**src/rtl/write_address.sv**
```systemverilog
// Write-side pointer and status generator for the synchronous FIFO.
// Owns the write pointer and derives fill level, full/almost-full, write ack and sticky overflow.
module write_address #(
    parameter int MEMORY_DEPTH      = 8,
    parameter int FIFO_ADDRESS_SIZE = 3,
    parameter int ALMOST_FULL_LEVEL = 6
) (
    input  logic                         clk,
    input  logic                         rst_n,
    input  logic                         wr_req,
    input  logic [FIFO_ADDRESS_SIZE:0]   r_ptr,
    input  logic                         ovf_clr,
    output logic                         cw_en,
    output logic [FIFO_ADDRESS_SIZE:0]   w_ptr,
    output logic [FIFO_ADDRESS_SIZE-1:0] w_addr,
    output logic [FIFO_ADDRESS_SIZE:0]   fill_level,
    output logic                         full,
    output logic                         almost_full,
    output logic                         wr_ack,
    output logic                         overflow
);

    localparam int PTR_W = FIFO_ADDRESS_SIZE + 1;
    localparam logic [PTR_W-1:0] DEPTH_LVL = PTR_W'(MEMORY_DEPTH);
    localparam logic [PTR_W-1:0] AF_LVL    = PTR_W'(ALMOST_FULL_LEVEL);

    logic wr_reject;

    // Pointers carry a lap bit, so modular subtraction gives 0..MEMORY_DEPTH unambiguously.
    assign fill_level  = w_ptr - r_ptr;
    assign full        = (fill_level == DEPTH_LVL);
    assign almost_full = (fill_level >= AF_LVL);
    assign cw_en       = wr_req & ~full;
    assign wr_reject   = wr_req & full;
    assign w_addr      = w_ptr[FIFO_ADDRESS_SIZE-1:0];

    always_ff @(posedge clk or negedge rst_n) begin
        if (!rst_n) begin
            w_ptr    <= '0;
            wr_ack   <= 1'b0;
            overflow <= 1'b0;
        end else begin
            if (cw_en)
                w_ptr <= w_ptr + 1'b1;
            wr_ack <= cw_en;
            // A rejected write in the same cycle as a clear keeps the flag set.
            if (wr_reject)
                overflow <= 1'b1;
            else if (ovf_clr)
                overflow <= 1'b0;
        end
    end

endmodule

```
**config.mk**
```make
export PLATFORM = sky130hd
export DESIGN_NAME = write_address
export DESIGN_NICKNAME = d
export VERILOG_FILES = /design/src/rtl/write_address.sv
export SDC_FILE = /design/constraint.sdc
export NUM_CORES = 1
export LEC_CHECK = 0
export CORE_MARGIN = 5
export CORE_UTILIZATION = 37
export CTS_BUF_LIST = sky130_fd_sc_hd__clkbuf_4 sky130_fd_sc_hd__clkbuf_8
export DETAILED_ROUTE_END_ITERATION = 10
export PLACE_DENSITY_LB_ADDON = 0.08
export SLEW_MARGIN = 20
export SYNTH_ARGS = -nofsm -noshare
export SYNTH_HDL_FRONTEND = slang
export SYNTH_SLANG_ARGS = --single-unit
```
**constraint.sdc**
```tcl
create_clock -name clk -period 2.1 [get_ports clk]
set_input_delay 0.21 -clock clk [delete_from_list [all_inputs] [get_ports clk]]
set_output_delay 0.21 -clock clk [all_outputs]
set_load 0.02 [all_outputs]
```
=== Word-level counts from Yosys, hierarchy flattened ===
Cells that the tools add are included.

* Add/sub/neg operators: 2
* Magnitude comparators: 1
* Equality and inequality tests: 1
* Multiplexer cells: 2
* Bitwise logic cells: 3
* Reduce and logical (&&, ||, !) cells: 1

{| class="wikitable"
|+ Operators by type and width
! kind !! count
|-
| 4-bit by 1-bit adder with 4-bit output, second input constant || 1
|-
| 4-bit == test, second input constant || 1
|-
| 4-bit by 3-bit >= comparator with 1-bit output, second input constant || 1
|-
| 4-bit subtractor || 1
|-
| 1-bit AND || 2
|-
| 1-bit two-way mux || 2
|-
| 2-bit nonzero test || 1
|-
| 1-bit NOT || 1
|}

* Flip-flop bits (word level): 6
* Bits of input ports: 8
* Output and inout port bits: 16
* Logic and storage cells: 13

=== Depth between registers and ports, before layout ===
* Depth after elaboration: 4
* Depth in mapped cells: 8
* Gate-level depth less buffers: 8

=== Worst setup path before layout ===
No wires, ideal clock.

* Path type: reg2reg
* Start: reg w_ptr[0]
* End: reg w_ptr[1]
* Library setup time: 0.125 ns
* Arrival: 2.243 ns
* Required time: 1.975 ns
* Setup slack: -0.268 ns
* Cell stages (with the launch flop): 8
* Buffers on the path: 0
* Clock period less this slack: 2.368 ns
* Path through: dfrtp_1 -> inv_1 -> ha_1 -> fa_1 -> nor4bb_1 -> nand4_1 -> nand4_4 -> mux2_4

* Longest elaborated chain between the ends: 4
* Elaborated cells on any way between the ends: 5
* Classes of those cells: add/sub: 2; eq/ne: 1; bitwise: 2

{| class="wikitable"
|+ Ends and longest elaborated chain
! element !! line !! source
|-
| start: declaration || 14 || <nowiki>output logic [FIFO_ADDRESS_SIZE:0] w_ptr,</nowiki>
|-
| start signal: assignment || 44 || <nowiki>w_ptr <= w_ptr + 1'b1;</nowiki>
|-
| 4-bit subtractor || 30 || <nowiki>assign fill_level = w_ptr - r_ptr;</nowiki>
|-
| 4-bit == test || 31 || <nowiki>assign full = (fill_level == DEPTH_LVL);</nowiki>
|-
| 1-bit NOT || 33 || <nowiki>assign cw_en = wr_req & ~full;</nowiki>
|-
| 1-bit AND || 33 ||
|}

Several ways; a longest one is shown, not always the timed one.
A chain may end at the register's enable or synchronous reset.

=== Final worst setup path ===
* Start: reg w_ptr[0]
* End: out cw_en

* Longest elaborated chain between the ends: 4

{| class="wikitable"
|+ Ends and longest elaborated chain
! element !! line !! source
|-
| 4-bit subtractor || 30 ||
|-
| 4-bit == test || 31 ||
|-
| 1-bit NOT || 33 ||
|-
| 1-bit AND || 33 ||
|-
| end: declaration || 13 || <nowiki>output logic cw_en,</nowiki>
|}

No other way between the ends.

==> metrics.cfg <==
[status]
status=finished, violations left
violations=setup timing

[layout]
area.sequential_um2=151
drive_above_1_share=0.416
stdcell_area_um2=937
area.growth.synth_to_final_pct=81.8
antennaDiodeCount=0
fill_cells=98
multiInputGateArea_um2=370
fin_nets=103

[yosys]
syn_area_um2=515
yosys.area_share.xor_xnor=0.117
synthAdderAreaFrac=0.136
synth_fp_nets=64
synth_compound_area_frac=0.0825
yosys.area_share.simple=0.235
avgSynthCellArea_um2=10.1
synth_ff_type=dfrtp_1
netlist_top_cells_area=dfrtp_1 (29%), ha_1 (9.7%), inv_1 (5.8%), xnor2_1 (5.1%), nand4_1 (4.9%)
async_flop_share=1.00
synth.most_common_cell=inv_1
yosys_register_bits=6
yosys.area.top_type=dfrtp_1
synth.top_cell.area_share=0.291
synthCells=51
synthMuxAreaShare=0.0291
synth_top_family_by_area=simple AND/OR/NAND/NOR gates
yosys-top-cells-count=inv_1 (8), dfrtp_1 (6), ha_1 (4), nand4_1 (4)
synth_edf_count=0
ys_seq_area_frac=0.291
yosys_warnings=0
yosysUniqueCellTypes=25

[worst_setup_path]
cp_data_arrival_time_ps=2150
cp-end-kind=output pin
r2r_end=w_ptr[1]
path_cells=inv_2, ha_4, fa_2, nand4b_1, a221o_1, nand4_4, inv_4, buf_6
critPathMaxFanout=5
critPathKind=reg -> out
ff2ff_path_depth=8
reg2reg_slack_ps=-180
rr_startpoint=w_ptr[0]
cp.required_ps=1890
cpPeakStageDelay_ps=560
crit_slowest_cell=fa_2
cp-start-kind=flop

[sta]
hold_viol_final=0
setup_slack_ps=-262
worstMarginPinSlew_ps=273
period_needed_ps=2360
fmax_mhz=423
fin_setup_tns_ps=-670
final_max_slew_viol_count=0
maxSlewHeadroom=0.818
whs_ps=200
rsz0062_at_grt=yes
final-setup-viol-count=3
fin_worst_skew_ps=4.86
fin_crit_sh=1.12

[grt]
grt_pass1_wl_mm=2.02
antenna_found_initial=0
grt_overflow=0
first_global_vias=480
grt.total_usage=0.128
grt_max_degree=7

[clocking]
cts_buffer_depth=2
clkSlewWorstSetupHoldPaths_ps=50
clock_sinks=6
ctsHtreeMaxLevel=1
cts.root.buffer_cell=clkbuf_4
hold_buffers=0
clock_latency_ps=250
numCtsBuffers=3
cts_tree=done

[drt]
drc_errors=0
detail_route.wl_per_cell_um=12.8
viasPerCell=5.00
wirelength_mm=1.33
vias=520
dr.pass1.iters=4
postRouteAntennaNets=0
dr.first_iter.drc_count=2

[die]
die_y_um=47.3
ioPinCount=24
placementRows=13
dieWidth_um=47.3
initial_utilization=0.391
die_area_um2=2240
coreArea_um2=1320

[power]
total_power_mw=1.80
power_density_nw_per_um2=1920
vdd_drop_max_mv=1.10
p_leak_nw=0.440

[min_path]
hp-class=in -> async

[placed_design]
dp_slack_ps=-779
dp_hpwl_mm=1.05
place_area_um2=826
io_buffer_count=23
gp_congestion=0.776

[job]
cap_violations=0

logic make-up (layout without fill, tap and decap cells):
family          after synthesis  after routing
compound gates                5              5
xor+xnor                      6              6
fa+ha+maj                     5              5
buf+inv                      12             50
flops                         6              6
mux                           1              1
simple gates                 16             16
area by class of cell:
| type | instances | area share |
|---|---|---|
| Clock buffer | 4 | 0.0320 |
| Inverter | 9 | 0.0387 |
| Multi-Input combinational cell | 33 | 0.395 |
| Sequential cell | 6 | 0.162 |
| Tap cell | 15 | 0.0200 |
| Timing Repair Buffer | 37 | 0.352 |
placed cells by master (no fill, tap or decap), types with 2 or more instances in the layout:
master,Yosys,layout
ha_4,0,2
a221o_1,2,2
nand4b_1,2,2
nand4_1,4,4
ha_1,4,2
inv_2,1,2
buf_6,0,4
dfrtp_1,6,5
inv_1,8,6
xor2_1,2,2
clkdlybuf4s50_1,0,16
buf_4,3,13
dlygate4sd2_1,0,2
clkbuf_4,0,4
nor3_1,2,2
xnor2_1,3,2
registers in the layout, indices dropped and copies added, names as in the netlist:
register,cells
wr_ack,1
overflow,1
w_ptr,4
layer usage:
layer  routed length [µm]  track usage  vias up  part of all wire
met2                  651        0.206       19              0.49
met4                   17       0.0663        0             0.013
met1                  582        0.174      243              0.44
met5                    0            0        -                 0
met3                   83            0        2             0.062
li1                     -            -      256                 -
timing repair:
item	in CTS	in global routing
gates resized for setup	27	9
setup buffers	3	1
pin swaps	7	6
setup endpoints to repair	8	9
stage by stage:
step	util	instances
2_1_floorplan	-	51
3_3_place_gp	0.627	96
3_5_place_dp	0.627	96
4_1_cts	0.670	103
5_1_grt	0.711	104
6_report	0.711	104
report_power, final:
group / total [mW] / internal [mW] / switching, mW
logic: 1.45 / 0.756 / 0.690
clock network: 0.130 / 0.0851 / 0.0451
registers: 0.222 / 0.172 / 0.0507
worst max-delay path: cells and delay by family, from the launching register on:
kind | cells | cell delay, ps
buffers and inverters | 3 | 210
adder cells (fa/ha/maj) | 2 | 710
flip-flops | 1 | 360
AND/OR/NAND/NOR | 2 | 230
AO/OA/AOI/OAI | 1 | 390
worst max-delay path by stage:
| stage | from | end | slack, ps | cells after the start |
|---|---|---|---|---|
| after detailed placement | r_ptr[0] | full | -780 | 7 |
| after global placement | r_ptr[0] | full | -750 | 7 |
| after CTS | w_ptr[0] | cw_en | -300 | 8 |
| after global routing | w_ptr[0] | cw_en | -360 | 8 |
| after floorplan | w_ptr[0] | w_ptr[1] | -140 | 7 |
| final | w_ptr[0] | cw_en | -260 | 8 |
(Power assumes the default switching activity.)
